**src/rtl/score_seg_display.sv**
```systemverilog
// Score display for the Simon game: serial double-dabble BCD conversion feeding a
// time-multiplexed 4-digit common-anode 7-segment display with PowerOn/GameOver overrides.
module score_seg_display #(
    parameter int unsigned SCAN_DIV  = 100000,
    parameter int unsigned BLINK_DIV = 50000000
) (
    input  logic       clk,
    input  logic       rst,
    input  logic [9:0] score,
    input  logic [2:0] state,
    output logic [6:0] seg,
    output logic       dp,
    output logic [3:0] an,
    output logic       bcd_valid
);

    localparam int unsigned SCAN_W  = (SCAN_DIV > 1) ? $clog2(SCAN_DIV) : 1;
    localparam int unsigned BLINK_W = (BLINK_DIV > 1) ? $clog2(BLINK_DIV) : 1;
    localparam logic [SCAN_W-1:0]  SCAN_LAST  = SCAN_W'(SCAN_DIV - 1);
    localparam logic [BLINK_W-1:0] BLINK_LAST = BLINK_W'(BLINK_DIV - 1);

    localparam logic [2:0] STATE_POWER_ON  = 3'd0;
    localparam logic [2:0] STATE_GAME_OVER = 3'd7;

    localparam logic [6:0] SEG_OFF  = 7'h7F;
    localparam logic [6:0] SEG_DASH = 7'b0111111;

    typedef enum logic [1:0] {StIdle, StShift, StDone} conv_state_e;

    conv_state_e conv_q, conv_d;

    logic              pending_q;
    logic [9:0]        last_score_q;
    logic [9:0]        shift_q;
    logic [13:0]       bcd_q;
    logic [13:0]       bcd_adj;
    logic [3:0]        iter_q;
    logic [3:0][3:0]   digits_q;

    logic              start;
    logic              load;
    logic              shift_en;
    logic              done;

    logic [SCAN_W-1:0]  scan_cnt_q;
    logic [1:0]         idx_q;
    logic [BLINK_W-1:0] blink_cnt_q;
    logic               blink_phase_q;

    logic [3:0]        blank;
    logic [6:0]        seg_d;
    logic [3:0]        an_d;

    function automatic logic [6:0] seg_decode(input logic [3:0] d);
        case (d)
            4'd0:    seg_decode = 7'b1000000;
            4'd1:    seg_decode = 7'b1111001;
            4'd2:    seg_decode = 7'b0100100;
            4'd3:    seg_decode = 7'b0110000;
            4'd4:    seg_decode = 7'b0011001;
            4'd5:    seg_decode = 7'b0010010;
            4'd6:    seg_decode = 7'b0000010;
            4'd7:    seg_decode = 7'b1111000;
            4'd8:    seg_decode = 7'b0000000;
            4'd9:    seg_decode = 7'b0010000;
            default: seg_decode = SEG_OFF;
        endcase
    endfunction

    // Converter FSM: state register
    always_ff @(posedge clk) begin
        if (rst) begin
            conv_q <= StIdle;
        end else begin
            conv_q <= conv_d;
        end
    end

    assign start = pending_q || (score != last_score_q);

    // Converter FSM: next state
    always_comb begin
        conv_d = conv_q;
        unique case (conv_q)
            StIdle:  if (start) conv_d = StShift;
            StShift: if (iter_q == 4'd9) conv_d = StDone;
            StDone:  conv_d = StIdle;
            default: conv_d = StIdle;
        endcase
    end

    // Converter FSM: control outputs
    always_comb begin
        load     = 1'b0;
        shift_en = 1'b0;
        done     = 1'b0;
        unique case (conv_q)
            StIdle:  load = start;
            StShift: shift_en = 1'b1;
            StDone:  done = 1'b1;
            default: ;
        endcase
    end

    // The top 2-bit nibble never exceeds 1 for a 10-bit input, so it needs no correction.
    always_comb begin
        bcd_adj = bcd_q;
        for (int k = 0; k < 3; k++) begin
            if (bcd_q[4*k +: 4] >= 4'd5) begin
                bcd_adj[4*k +: 4] = bcd_q[4*k +: 4] + 4'd3;
            end
        end
    end

    always_ff @(posedge clk) begin
        if (rst) begin
            pending_q    <= 1'b1;
            last_score_q <= '0;
            shift_q      <= '0;
            bcd_q        <= '0;
            iter_q       <= '0;
            digits_q     <= '0;
            bcd_valid    <= 1'b0;
        end else begin
            if (load) begin
                shift_q      <= score;
                last_score_q <= score;
                bcd_q        <= '0;
                iter_q       <= '0;
                pending_q    <= 1'b0;
                bcd_valid    <= 1'b0;
            end
            if (shift_en) begin
                {bcd_q, shift_q} <= {bcd_adj, shift_q} << 1;
                iter_q           <= iter_q + 4'd1;
            end
            if (done) begin
                digits_q  <= {2'b00, bcd_q[13:12], bcd_q[11:8], bcd_q[7:4], bcd_q[3:0]};
                bcd_valid <= 1'b1;
            end
        end
    end

    always_ff @(posedge clk) begin
        if (rst) begin
            scan_cnt_q <= '0;
            idx_q      <= '0;
        end else if (scan_cnt_q == SCAN_LAST) begin
            scan_cnt_q <= '0;
            idx_q      <= idx_q + 2'd1;
        end else begin
            scan_cnt_q <= scan_cnt_q + 1'b1;
        end
    end

    // Blink timing restarts on every GameOver entry so the display always starts lit.
    always_ff @(posedge clk) begin
        if (rst || state != STATE_GAME_OVER) begin
            blink_cnt_q   <= '0;
            blink_phase_q <= 1'b0;
        end else if (blink_cnt_q == BLINK_LAST) begin
            blink_cnt_q   <= '0;
            blink_phase_q <= ~blink_phase_q;
        end else begin
            blink_cnt_q <= blink_cnt_q + 1'b1;
        end
    end

    always_comb begin
        blank[3] = (digits_q[3] == 4'd0);
        blank[2] = blank[3] && (digits_q[2] == 4'd0);
        blank[1] = blank[2] && (digits_q[1] == 4'd0);
        blank[0] = 1'b0;
    end

    always_comb begin
        seg_d = seg_decode(digits_q[idx_q]);
        an_d  = ~(4'b0001 << idx_q);
        if (state == STATE_POWER_ON) begin
            seg_d = SEG_DASH;
        end else begin
            if (blank[idx_q]) begin
                seg_d = SEG_OFF;
                an_d  = 4'hF;
            end
            if (state == STATE_GAME_OVER && blink_phase_q) begin
                seg_d = SEG_OFF;
                an_d  = 4'hF;
            end
        end
    end

    always_ff @(posedge clk) begin
        if (rst) begin
            seg <= SEG_OFF;
            an  <= 4'hF;
        end else begin
            seg <= seg_d;
            an  <= an_d;
        end
    end

    assign dp = 1'b1;

endmodule

```
**config.mk**
```make
export PLATFORM = sky130hd
export DESIGN_NAME = score_seg_display
export DESIGN_NICKNAME = d
export VERILOG_FILES = /design/src/rtl/score_seg_display.sv
export SDC_FILE = /design/constraint.sdc
export NUM_CORES = 1
export LEC_CHECK = 0
export ABC_AREA = 1
export CORE_ASPECT_RATIO = 1.75
export CORE_UTILIZATION = 45
export DETAILED_ROUTE_END_ITERATION = 10
export SYNTH_ARGS = -nofsm -noshare
export SYNTH_HDL_FRONTEND = slang
export SYNTH_SLANG_ARGS = --single-unit
```
**constraint.sdc**
```tcl
create_clock -name clk -period 1.7 [get_ports clk]
set_input_delay 0.425 -clock clk [delete_from_list [all_inputs] [get_ports clk]]
set_output_delay 0.425 -clock clk [all_outputs]
set_load 0.02 [all_outputs]
```
# After elaboration in Yosys (flattened, before gate mapping)
# Memory sizes are Yosys's and may differ from the RTL's.
# Cells that the tools add are included.
op_classes:
  add_sub_neg: 7
  mul: 0
  div: 0
  order_cmp: 4
  n_eq_ne: 10
  shift: 1
  n_mux: 27
  bitwise_logic: 2
  reduce_logical: 17
ops:
  columns: ["operator", "count"]
  rows:
  - ["2-to-1 mux 4 bit", 9]
  - ["2-to-1 mux 14 bit", 2]
  - ["adder 26 x 1 -> 26 bit, second input constant", 1]
  - ["equality test 26 bit, second input constant", 1]
  - ["2-to-1 mux 7 bit", 3]
  - ["2-to-1 mux 10 bit", 2]
  - ["adder 17 x 1 -> 17 bit, second input constant", 1]
  - ["equality test 17 bit, second input constant", 1]
  - ["adder 4 x 2 -> 4 bit, second input constant", 3]
  - ["greater-or-equal comparator 4 x 3 -> 1 bit, second input constant", 3]
  - ["zero test 4 bit", 3]
  - ["inequality test 10 bit", 1]
  - ["binary-select mux 4 bit (select 2 bit)", 1]
  - ["2-to-1 mux 1 bit", 6]
  - ["OR reduction 2 bit", 3]
  - ["adder 4 x 1 -> 4 bit, second input constant", 1]
  - ["equality test 4 bit, second input constant", 1]
  - ["2-to-1 mux 2 bit", 2]
  - ["inequality test 2 bit, second input constant", 2]
  - ["NOT 4 bit", 1]
  - ["case mux 2 bit (2 select lines)", 1]
  - ["nonzero test 2 bit", 2]
  - ["OR reduction 4 bit", 1]
  - ["<< shifter 1 x 2 -> 4 bit, first input constant", 1]
  - ["13 further kinds", 16]
totals:
  ff_bits: 113
  latch_bits: 0
  ramBits: 0
  rom_bits: 112
  inputBits: 15
  output_inout_bits: 13
  elab_cells: 88
  memories: 1
mem_list:
  columns: ["memory", "depth", "width", "read_ports", "rd_clocked_by_memory_dff", "wr", "line", "rtl"]
  rows:
  - ["(no name shown)", 16, 7, 1, 0, 0, "55", "case (d)"]

# Longest topological paths before layout
# Gate-level depths: netlist of run 1.
logic_depth:
  depth_word: 8
  ltp_mapped: 13
  depth_no_buf: 11

# Worst setup path before layout of run 1
# No wires, ideal clock.
synth_timing:
  path_type: "register -> register"
  from: "register idx_q[0]"
  to: "register seg[3]"
  setup_ns: 0.132
  arrival_time_ns: 1.556
  path_slack_ns: 0.012
  stages_incl_launch_ff: 11
  path_buffers: 2
  cell_sequence: "dfxtp_1 > buf_4 > inv_1 > buf_4 > nand2_1 > a32oi_1 > inv_1 > ha_1 > nand2_1 > nand2_1 > nand3_1"
synth_via:
  elab_chain_len: 3
synth_lines:
  columns: ["element", "line", "rtl"]
  rows:
  - ["from (decl)", "46", "logic [1:0] idx_q;"]
  - ["from (signal assigned)", "150", "idx_q <= idx_q + 2'd1;"]
  - ["binary-select mux 4 bit (select 2 bit) or binary-select mux 1 bit (select 2 bit) (tied branches)", "177, 182", null]
  - ["2-to-1 mux 4 bit (not written as such) or 2-to-1 mux 1 bit (tied branches)", "177, 182", null]
  - ["memory (16 x 7 bit) or OR reduction 4 bit (tied branches)", null, null]
  - ["to (signal assigned)", "198", "seg <= seg_d;"]
  - ["to (decl)", "11", "output logic [6:0] seg,"]
# Several ways; a longest one is shown, not always the timed one. The select of a mux whose other input is x is not followed.
# A chain may end at the register's enable or synchronous reset.

# Final worst setup path of run 1
layout_timing:
  from: "register blink_cnt_q[1]"
  to: "register blink_cnt_q[3]"
layout_via:
  elab_chain_len: 2
layout_lines:
  columns: ["element", "line", "rtl"]
  rows:
  - ["from (decl)", "47", "logic [BLINK_W-1:0] blink_cnt_q;"]
  - ["from (signal assigned)", "165", "blink_cnt_q <= blink_cnt_q + 1'b1;"]
  - ["parallel branches: the longest is 2 deep, another holds adder 26 x 1 -> 26 bit", null, null]
# Several ways; the timed one is not identified.

==> run_results.csv, run 1 <==
group,metric,value,unit
detailed_routing,drt-vias-per-instance,5.16,
timing,min_period,1670,ps
timing,skew,6.90,ps
logic_synthesis,syn_area,5460,um^2
worst_setup_path,crit_start,"blink_cnt_q[1]$_SDFF_PP0_",
placed_design,place_congestion,0.841,
detailed_routing,wl_per_cell,12.9,um
clock_tree,cts_root_buf,"clkbuf_16",
logic_synthesis,synthCells,771,
global_routing,grt_pass1_wl,20900,um
clock_tree,cts_tree,"built",
clock_tree,hold_buffers,0,
global_routing,grt.total_usage,0.206,
worst_setup_path,cp-end-kind,"flop",
final_layout,fin_nets,882,
clock_tree,clock_latency,410,ps
logic_synthesis,ys.flop_type,"dfxtp_1",
timing,finalMaxSlewViolations,0,
floorplan,rows,52,
detailed_routing,dr_wl_met3,303,um
logic_synthesis,synth_cell_types,37,
logic_synthesis,synth_top_area_frac,0.414,
power_and_ir_drop,p_per_area,978,nW/um^2
final_layout,final_cells,996,
detailed_routing,route.met2.wl,6980,um
detailed_routing,wl_met1,5290,um
worst_setup_path,cp.arrival,1970,ps
detailed_routing,vias,5143,
worst_setup_path,slowest_stage,"dfxtp_2",
detailed_routing,highest_layer,"met4",
worst_setup_path,timing.critical_path.cells,"ha_4 > nand2_4 > nor3_4 > inv_2 > nor4_4 > nand2_2 > nand2_4 > clkbuf_16 > nor2_1",
timing,holdWs,381,ps
final_layout,diodes,0,
global_routing,grt_max_degree,37,
floorplan,core-area,11700,um^2
logic_synthesis,yosysTopAreaCell,"dfxtp_1",
clock_tree,cts_buffers,17,
worst_setup_path,cp_max_fo,12,
logic_synthesis,syn-num-nets,805,
clock_tree,cts_sinks,113,
timing,fmax,599,MHz
worst_setup_path,required,2000,ps
worst_setup_path,critPathMaxStageDelay,350,ps
job,drv_cap,0,
floorplan,start_util,0.467,
detailed_routing,drc,0,
logic_synthesis,synth_edf_count,0,
logic_synthesis,synth.top_cells.by_area,"dfxtp_1, nand2_1, nand3_1",
worst_setup_path,crit_top_cell,"nand2_4",
worst_setup_path,cp-start-kind,"flop",
timing,worstMarginPinSlew,707,ps
detailed_routing,drt-pass1-iter-count,5,
power_and_ir_drop,ir_drop,748,uV
status,outcome,"finished clean",
detailed_routing,drt_wl_total,12900,um
timing,period_share,0.982,
worst_setup_path,worstReg2RegStart,"blink_cnt_q[1]$_SDFF_PP0_",
final_layout,drive_gt1_frac,0.166,
logic_synthesis,synth.yosys.seq_area_share,0.414,
hold_path,min_from,"score[7]",
power_and_ir_drop,p_leak,2.93,nW
logic_synthesis,synth_area_per_cell,7.09,um^2
logic_synthesis,yosysWarnings,0,
clock_tree,htree_levels,4,
timing,hold_viol_final,0,
hold_path,hp-class,"input port to flop",
timing,setup_violations,0,
timing,rsz0062_at_grt,"yes",
power_and_ir_drop,p_total,0.00690,W
logic_synthesis,ys_ff_latch,113,
final_layout,area_growth,29.1,%
detailed_routing,drtIter0Drc,160,
placed_design,hpwl,9100,um
placed_design,numPlacedInstances,957,
floorplan,dieArea,12600,um^2
global_routing,grt_pass1_vias,4916,
floorplan,ios,28,
clock_tree,clock_path_buffers,2,
placed_design,io_buffers,26,
floorplan,die_w,85.3,um
global_routing,grt-ovfl-total,0,
global_routing,antenna_found_initial,0,
detailed_routing,drtAntennaViolNets,0,
worst_setup_path,worstSetupPathType,"flop to flop",
floorplan,die_y,148,um
logic_synthesis,async_flop_share,0,
clock_tree,clk_pin_slew,50,ps
timing,max-slew-margin-rel,0.528,
[cell usage after synthesis (6+ instances only)]
library cell	number
nand3_1	80
nand4_1	13
xnor2_1	6
dfxtp_1	113
xor2_1	12
nor3_1	19
buf_2	6
inv_1	104
a21oi_1	79
nor2_1	69
clkbuf_1	13
nand2_1	158
ha_1	19
o21ai_0	34
[power breakdown]
group | internal [W] | switching (W)
clock | 0.00248 | 0.00126
combinational | 0.000179 | 0.000237
sequential | 0.00271 | 0.0000367
total | 0.00537 | 0.00153
[area by class of cell]
| type | instances | area, um^2 |
|---|---|---|
| Tap cell | 135 | 169 |
| Sequential cell | 113 | 2270 |
| Multi-Input combinational cell | 525 | 2820 |
| Inverter | 108 | 408 |
| Clock buffer | 18 | 439 |
| Timing Repair Buffer | 83 | 759 |
| Fill cell | 1064 | 4660 |
| Clock inverter | 14 | 189 |
[stage by stage]
| stage | area (um^2) | setup WS [ps] | setup TNS [ps] | utilization |
|---|---|---|---|---|
| global placement | 6170 | -328 | -13250 | 0.527 |
| global route | 7060 | -52.1 | -676 | 0.602 |
| floorplan | 5460 | 12.0 | 0 | - |
| finish | 7060 | 31.3 | 0 | 0.602 |
| CTS | 6800 | 10.8 | 0 | 0.580 |
| detailed placement | 6170 | -392 | -15890 | 0.527 |
[path summary, 6_finish.rpt]
path | end | slack (ps) | cells past startpoint
setup / recovery | blink_cnt_q[3]$_SDFF_PP0_ | 30 | 9
setup reg to reg | blink_cnt_q[3]$_SDFF_PP0_ | 30 | 9
hold reg to reg | scan_cnt_q[0]$_SDFF_PP0_ | 410 | 1
hold / removal | last_score_q[7]$_SDFFE_PP0N_ | 380 | 3
[placed cells by master, fill, tap and decap left out, types with 3 or more instances in the layout]
| cell type | count |
|---|---|
| or2_0 | 3 |
| bufinv_16 | 4 |
| dlymetal6s2s_1 | 7 |
| nor3_2 | 4 |
| nor2_1 | 59 |
| inv_2 | 5 |
| xor2_1 | 12 |
| nand2_1 | 154 |
| nand2_2 | 6 |
| a21oi_2 | 5 |
| buf_4 | 49 |
| nor2_2 | 9 |
| clkinv_2 | 3 |
| clkdlybuf4s50_1 | 7 |
| o21a_1 | 3 |
| ha_1 | 17 |
| nand2_4 | 3 |
| inv_1 | 102 |
| dlygate4sd2_1 | 12 |
| xnor2_1 | 6 |
| or2_2 | 3 |
| nor3_1 | 16 |
| nand3_1 | 76 |
| nand4_1 | 13 |
| dfxtp_1 | 108 |
| dfxtp_2 | 5 |
| buf_6 | 3 |
| a21oi_1 | 74 |
| o211ai_1 | 3 |
| o21ai_0 | 34 |
| nand3_2 | 4 |
| clkbuf_16 | 19 |
| o22ai_1 | 3 |
| clkinvlp_4 | 6 |
[registers in the layout (all words and copies together) (netlist names)]
name,count
shift_q,10
blink_phase_q,1
conv_q,2
scan_cnt_q,17
bcd_valid,1
digits_q,14
seg,7
bcd_q,14
pending_q,1
an,4
iter_q,4
idx_q,2
blink_cnt_q,26
last_score_q,10
[metal layers]
layer / GRT usage / up-vias
met5: 0 / -
met4: 0.0967 / 0
met3: 0.0413 / 31
met2: 0.389 / 80
met1: 0.215 / 2374
li1: - / 2658
[cell families after synthesis]
family / after synthesis / share of synthesized area
buffers and inverters: 134 / 0.0982
AO/OA/AOI/OAI: 129 / 0.124
AND/OR/NAND/NOR: 357 / 0.290
other: 1 / 0.000686
flip-flops: 113 / 0.414
adder cells (fa/ha/maj): 19 / 0.0435
XOR/XNOR: 18 / 0.0289
[critical path: cells and delay by family (launching register included)]
kind,cells,cell delay (ps)
adder cells (fa/ha/maj),1,150
buffers and inverters,2,270
flip-flops,1,350
AND/OR/NAND/NOR,6,770
[repair_timing]
action | in CTS | in global routing
buffers inserted | 0 | 3
gates cloned | 0 | 4
gates resized for setup | 15 | 51
pin swaps | 0 | 15
endpoints found under the setup margin | 21 | 85
No activity file was read; power rests on OpenSTA's default activity.
==> inputs of run 2 (changes only) <==
--- a/config.mk
+++ b/config.mk
@@ -5,10 +5,11 @@
 export SDC_FILE = /design/constraint.sdc
 export NUM_CORES = 1
 export LEC_CHECK = 0
-export ABC_AREA = 1
 export CORE_ASPECT_RATIO = 1.75
 export CORE_UTILIZATION = 45
 export DETAILED_ROUTE_END_ITERATION = 10
+export GPL_TIMING_DRIVEN = 0
+export PLACE_DENSITY = 0.65
 export SYNTH_ARGS = -nofsm -noshare
 export SYNTH_HDL_FRONTEND = slang
 export SYNTH_SLANG_ARGS = --single-unit
==> run 2 against run 1 <==
Net effect:
- the flow now finishes with violations (setup timing)
- fmax shrank 15%
- non-clock buffer count increased by 1
- synthesized area down 3.6%
- hold slack worse by 31 ps
- count of clock-buffer cells in the layout is 4 higher
- worst setup slack worse by 290 ps
- synthesized cell count is 19% lower
- clock skew shrank 1.0 ps
- design area increased by 4.0%
- register-to-register slack got worse by 290 ps
- clock power grew 5%
- critical endpoint is now bcd_q[0]$_SDFFE_PP0P_
- largest power group unchanged
==> run_results.csv, run 2 <==
group,metric,value,unit
detailed_routing,drtAntennaViolNets,0,
final_layout,utilization,0.653,
final_layout,largestRegisters,"blink_cnt_q (26), scan_cnt_q (17)",
power_and_ir_drop,p_total,0.00716,W
clock_tree,hold_buffers,0,
power_and_ir_drop,p_leak,2.71,nW
final_layout,mostFrequentLayoutCells,"dfxtp_1, nand2_1, nor2_1",
detailed_routing,drt-pass1-iter-count,5,
floorplan,die_w,83.8,um
logic_synthesis,synth_edf_count,0,
global_routing,antenna_found_initial,0,
global_routing,grt_max_degree,17,
timing,min_period,1950,ps
final_layout,drive_gt1_frac,0.287,
global_routing,grt.total_usage,0.227,
worst_setup_path,critPathMaxStageDelay,550,ps
logic_synthesis,synthCells,623,
status,violations,"setup timing",
worst_setup_path,reg2reg_depth,5,
detailed_routing,drt_wl_total,14000,um
timing,worst_slack,-254,ps
final_layout,final_common_cell,"dfxtp_1",
logic_synthesis,syn-num-nets,657,
placed_design,placed_area,5770,um^2
detailed_routing,drtIter0Drc,191,
worst_setup_path,worstReg2RegStart,"last_score_q[4]$_SDFFE_PP0N_",
clock_tree,clk_pin_slew,50,ps
detailed_routing,vias,4706,
logic_synthesis,synth_cell_types,47,
clock_tree,clock_path_buffers,2,
hold_path,hp-class,"input port to flop",
power_and_ir_drop,p_per_area,975,nW/um^2
logic_synthesis,ys_ff_latch,113,
worst_setup_path,cp-end-kind,"flop",
status,outcome,"complete, but fails checks",
clock_tree,cts_buffers,17,
worst_setup_path,path_depth,5,
worst_setup_path,cp_top_family,"simple AND/OR/NAND/NOR gates",
clock_tree,clock_latency,410,ps
timing,holdWs,350,ps
final_layout,fin_nets,729,
worst_setup_path,timing.critical_path.cells,"xor2_1 > or4_4 > o31a_1 > or3_1 > a21oi_1",
placed_design,place_congestion,0.836,
floorplan,die_y,145,um
floorplan,dieArea,12200,um^2
final_layout,largest_reg_flops,26,
worst_setup_path,cp_num_buf_inv,0,
logic_synthesis,synth_top_family_by_area,"simple AND/OR/NAND/NOR gates",
job,drv_cap,0,
final_layout,diodes,0,
worst_setup_path,crit_start,"last_score_q[4]$_SDFFE_PP0N_",
floorplan,ios,28,
timing,max-slew-margin-rel,0.652,
logic_synthesis,yosysWarnings,0,
logic_synthesis,ys.flop_type,"dfxtp_1",
timing,rsz0062_at_grt,"yes",
logic_synthesis,syn_area,5270,um^2
final_layout,area_growth,39.3,%
floorplan,start_util,0.469,
clock_tree,cts_tree,"built",
clock_tree,cts_root_buf,"clkbuf_16",
detailed_routing,drc,0,
clock_tree,cts_sinks,113,
logic_synthesis,synth.area.mux_share,0.0316,
final_layout,top_register,"blink_cnt_q",
logic_synthesis,synthTopCellsByCount,"dfxtp_1, nor2_1, nand2_1, a21oi_1, xnor2_1",
worst_setup_path,slowest_stage,"or4_4",
timing,fmax,512,MHz
placed_design,hpwl,9020,um
hold_path,whs_path_depth,3,
timing,hold_viol_final,0,
worst_setup_path,required,2040,ps
logic_synthesis,synth.yosys.seq_area_share,0.429,
detailed_routing,drt-vias-per-instance,5.60,
power_and_ir_drop,ir_drop,885,uV
logic_synthesis,synth_top_area_frac,0.429,
timing,skew,5.85,ps
logic_synthesis,synth_compound_area_frac,0.118,
logic_synthesis,synth.most_common_cell,"dfxtp_1",
detailed_routing,wl_per_cell,16.7,um
global_routing,grt_pass1_wl,22000,um
logic_synthesis,yosys.area_share.simple,0.247,
final_layout,final_area,7340,um^2
global_routing,grt-ovfl-total,0,
placed_design,io_buffers,26,
worst_setup_path,worstSetupPathType,"flop to flop",
logic_synthesis,async_flop_share,0,
worst_setup_path,r2r_end,"bcd_q[0]$_SDFFE_PP0P_",
floorplan,rows,51,
timing,worstMarginPinSlew,522,ps
floorplan,core-area,11200,um^2
logic_synthesis,synth_xor_xnor_area_share,0.0881,
logic_synthesis,synthAdderAreaFrac,0.0451,
worst_setup_path,ff2ff_setup_slack,-250,ps
logic_synthesis,synth.top_cells.by_area,"dfxtp_1, nor2_1, nand2_1",
logic_synthesis,synth_area_per_cell,8.46,um^2
global_routing,grt_pass1_vias,4820,
timing,period_share,1.15,
worst_setup_path,cp-start-kind,"flop",
timing,setup_violations,78,
logic_synthesis,yosysTopAreaCell,"dfxtp_1",
worst_setup_path,cp-endpoint,"bcd_q[0]$_SDFFE_PP0P_",
worst_setup_path,cp.arrival,2300,ps
timing,finalMaxSlewViolations,0,
clock_tree,htree_levels,4,
worst_setup_path,cp_max_fo,6,
[run 2: cell count changes after synthesis, moves of 11 or more]
cell and change:
a21oi_1 -41, nor2_1 +23, nand3_1 -54, xnor2_1 +24, nand2_1 -86, mux2i_1 +11, inv_1 -86, xor2_1 +11
o21ai_0 -11
[run 2: power by group]
part           switching [W]  internal, W
logic               0.000263     0.000207
registers          0.0000517      0.00271
clock network        0.00121      0.00271
[run 2: cells by family after synthesis]
logic type	count (synthesis)
mux	14
fa+ha+maj	19
compound gates	99
xor+xnor	53
flops	113
simple gates	275
buf+inv	49
other cells	1
[run 2: repair_timing]
item                       CTS  global route
setup buffers               17             8
setup endpoints to repair  114            96
pin swaps                   19            49
gates resized for setup     81           122
cloned                       4             2
[run 2: layout make-up]
type                    instances  area [um^2]
well taps                     132          165
flip-flops and latches        113         2290
inverters                      18         67.6
fillers                       913         3890
multi-input cells             461         3360
plain buffers                  28          214
clock buffers                  22          474
clock inverters                10          180
repair buffers                 56          582
[run 2: worst min path at each step]
stage                                               to                      start
final                     last_score_q[0]$_SDFFE_PP0N_                   score[0]
after global routing      last_score_q[0]$_SDFFE_PP0N_                   score[0]
after CTS                 last_score_q[4]$_SDFFE_PP0N_                   score[4]
after detailed placement      scan_cnt_q[0]$_SDFF_PP0_   scan_cnt_q[0]$_SDFF_PP0_
after global placement        scan_cnt_q[0]$_SDFF_PP0_   scan_cnt_q[0]$_SDFF_PP0_
after floorplan              blink_cnt_q[0]$_SDFF_PP0_  blink_cnt_q[0]$_SDFF_PP0_
[run 2: stage by stage]
step | setup slack (ps) | std cells | TNS (ps)
4_1_cts | -246 | 833 | -8120
3_5_place_dp | -963 | 781 | -57090
6_report | -254 | 840 | -6510
5_1_grt | -303 | 840 | -12260
3_3_place_gp | -917 | 781 | -58600
2_1_floorplan | -217 | 623 | -5320
[run 2: metal layers]
layer  track usage  part of all wire  up-vias
met3        0.0523             0.027       39
met5             0                 0        -
met4         0.118             0.037        0
met1         0.209              0.35     2275
met2         0.446              0.58      107
li1              -                 -     2285
[run 2: worst reg2reg max path, delay by kind of cell, from the launching register on]
kind,cells,cell delay (ps)
AO/OA/AOI/OAI,2,520
XOR/XNOR,1,130
flip-flops,1,320
AND/OR/NAND/NOR,2,920
==> inputs of run 3 (changes only) <==
--- a/config.mk
+++ b/config.mk
@@ -6,10 +6,10 @@
 export NUM_CORES = 1
 export LEC_CHECK = 0
 export CORE_ASPECT_RATIO = 1.75
-export CORE_UTILIZATION = 45
+export CORE_UTILIZATION = 43
 export DETAILED_ROUTE_END_ITERATION = 10
 export GPL_TIMING_DRIVEN = 0
-export PLACE_DENSITY = 0.65
+export PLACE_DENSITY = 0.7
 export SYNTH_ARGS = -nofsm -noshare
 export SYNTH_HDL_FRONTEND = slang
 export SYNTH_SLANG_ARGS = --single-unit
==> run 3 against run 2 <==
Net effect:
- the flow still finishes with violations (setup timing)
- register-to-register slack hardly changed
- sequential power is essentially flat
- worst setup slack improved by 7.4 ps
- critical path depth stayed put
- critical path type unchanged
==> run_results.csv, run 3 (synthesized netlist as in run 2, its figures left out) <==
group,metric,value,unit
global_routing,antenna_found_initial,0,
final_layout,area_growth,38.5,%
final_layout,multi_input_area,3300,um^2
final_layout,fin_nets,739,
floorplan,ios,28,
status,violations,"setup timing",
worst_setup_path,cp.arrival,2290,ps
detailed_routing,vias,4799,
final_layout,top_register,"blink_cnt_q",
worst_setup_path,required,2040,ps
floorplan,die_y,148,um
timing,hold_viol_final,0,
clock_tree,cts_buffers,17,
hold_path,min_from,"score[4]",
clock_tree,clock_path_buffers,2,
final_layout,largestRegisters,"blink_cnt_q (26), scan_cnt_q (17)",
timing,period_share,1.15,
final_layout,final_cells,882,
clock_tree,htree_levels,4,
timing,finalMaxSlewViolations,0,
power_and_ir_drop,p_comb_frac,0.069,
worst_setup_path,worstReg2RegStart,"last_score_q[4]$_SDFFE_PP0N_",
global_routing,grt_max_degree,17,
hold_path,hp-class,"input port to flop",
floorplan,rows,53,
detailed_routing,drtAntennaViolNets,0,
placed_design,io_buffers,26,
placed_design,numPlacedInstances,814,
clock_tree,cts_tree,"built",
worst_setup_path,cp-start-kind,"flop",
worst_setup_path,slowest_stage,"or4_4",
floorplan,dieArea,12700,um^2
detailed_routing,drt-pass1-iter-count,5,
floorplan,start_util,0.439,
timing,rsz0062_at_grt,"yes",
clock_tree,clock_latency,410,ps
detailed_routing,drtIter0Drc,206,
floorplan,die_w,85.7,um
detailed_routing,drt_wl_total,13800,um
power_and_ir_drop,clkPwrFrac,0.520,
timing,worst_slack,-247,ps
worst_setup_path,cp_num_buf_inv,0,
global_routing,grt.total_usage,0.212,
worst_setup_path,worstSetupPathType,"flop to flop",
final_layout,regArea,2290,um^2
final_layout,diodes,0,
global_routing,grt_pass1_vias,4728,
final_layout,final_common_cell,"dfxtp_1",
power_and_ir_drop,power.internal,0.00521,W
timing,fmax,514,MHz
power_and_ir_drop,p_leak,2.72,nW
final_layout,drive_gt1_frac,0.280,
detailed_routing,drc,0,
power_and_ir_drop,seq_power_share,0.411,
job,drv_cap,0,
worst_setup_path,timing.critical_path.cells,"xor2_1 > or4_4 > o31a_1 > or3_1 > a21oi_2",
placed_design,place_congestion,0.839,
power_and_ir_drop,p_total,0.00672,W
hold_path,whs_path_depth,3,
power_and_ir_drop,ir_drop,695,uV
power_and_ir_drop,switching_power,0.00152,W
hold_path,hold_end,"shift_q[4]$_SDFFE_PP0P_",
timing,min_period,1950,ps
final_layout,largest_reg_flops,26,
global_routing,grt-ovfl-total,0,
detailed_routing,wl_per_cell,15.6,um
final_layout,fill_cells,952,
floorplan,core-area,12000,um^2
status,outcome,"complete, but fails checks",
timing,skew,10.4,ps
worst_setup_path,reg2reg_depth,5,
power_and_ir_drop,swShare,0.225,
worst_setup_path,critPathMaxStageDelay,550,ps
final_layout,final_area,7300,um^2
worst_setup_path,cp-end-kind,"flop",
clock_tree,cts_root_buf,"clkbuf_16",
worst_setup_path,cp_max_fo,6,
placed_design,hpwl,8440,um
worst_setup_path,ff2ff_setup_slack,-250,ps
clock_tree,cts_sinks,113,
worst_setup_path,cp_top_family,"simple AND/OR/NAND/NOR gates",
power_and_ir_drop,p_per_area,921,nW/um^2
clock_tree,clk_pin_slew,60,ps
detailed_routing,drt-vias-per-instance,5.44,
final_layout,mostFrequentLayoutCells,"dfxtp_1, nand2_1, nor2_1",
worst_setup_path,r2r_end,"bcd_q[0]$_SDFFE_PP0P_",
timing,setup_violations,73,
global_routing,grt_pass1_wl,21400,um
placed_design,placed_area,5810,um^2
## run 3: cell count changes in the layout (fill, tap and decap cells not counted), moves of 3 or more
cell / previous run / this run
buf_4: 22 / 25
buf_6: 8 / 16
bufinv_16: 5 / 2
clkbuf_4: 1 / 5
dfxtp_1: 95 / 100
dfxtp_2: 16 / 10
nor2_1: 57 / 63
nor2_4: 16 / 9
## run 3: what timing repair did
action                                  in CTS  in global routing
buffers inserted                            14                 20
endpoints found under the hold margin        0                  0
resized for setup                           76                124
cloned                                       3                  3
hold buffers                                 0                  0
pin swaps                                   22                 47
endpoints found under the setup margin     115                 99
## run 3: stage by stage
step / setup slack [ps] / utilization / TNS (ps) / hold slack, ps
5_1_grt: -294 / 0.608 / -11070 / 360
3_3_place_gp: -896 / 0.484 / -56960 / 443
2_1_floorplan: -217 / - / -5320 / 430
3_5_place_dp: -952 / 0.484 / -59470 / 456
4_1_cts: -293 / 0.563 / -9350 / 463
6_report: -247 / 0.608 / -6490 / 328
## run 3: power by group through the flow
stage          clock, W  sequential [W]  combinational [W]
3_3_place_gp          0         0.00281           0.000394
5_1_grt         0.00367         0.00276           0.000504
3_5_place_dp          0         0.00282           0.000404
2_1_floorplan         0         0.00282           0.000249
6_report        0.00350         0.00276           0.000467
4_1_cts         0.00354         0.00276           0.000429
## run 3: how the worst max path moves through the flow
stage / start / end / slack (ps) / cells after the start
finish: last_score_q[4]$_SDFFE_PP0N_ / bcd_q[0]$_SDFFE_PP0P_ / -250 / 5
global route: last_score_q[4]$_SDFFE_PP0N_ / bcd_q[0]$_SDFFE_PP0P_ / -290 / 5
CTS: last_score_q[4]$_SDFFE_PP0N_ / bcd_q[0]$_SDFFE_PP0P_ / -290 / 5
detailed placement: score[4] / iter_q[2]$_SDFFE_PP0P_ / -950 / 7
global placement: rst / idx_q[0]$_SDFFE_PP0N_ / -900 / 5
floorplan: score[4] / bcd_q[0]$_SDFFE_PP0P_ / -220 / 5
## run 3: tightest hold or removal path, cell delays in order
cell and delay [ps]:
clkbuf_2 130, a221oi_2 70, nor2_1 80
## run 3: routing by layer
layer / part of all wire / GRT usage / up-vias / wire length [um]
met5: 0 / 0 / - / 0
met4: 0.037 / 0.118 / 0 / 505
met3: 0.034 / 0.0438 / 38 / 467
met2: 0.56 / 0.406 / 133 / 7760
met1: 0.37 / 0.207 / 2310 / 5040
li1: - / - / 2318 / -
## run 3: cell type report
type / count / area share
multi-input cells: 461 / 0.453
well taps: 165 / 0.0283
plain buffers: 30 / 0.0319
clock buffers: 21 / 0.0658
repair buffers: 64 / 0.0838
clock inverters: 10 / 0.0149
inverters: 18 / 0.00960
flip-flops and latches: 113 / 0.313
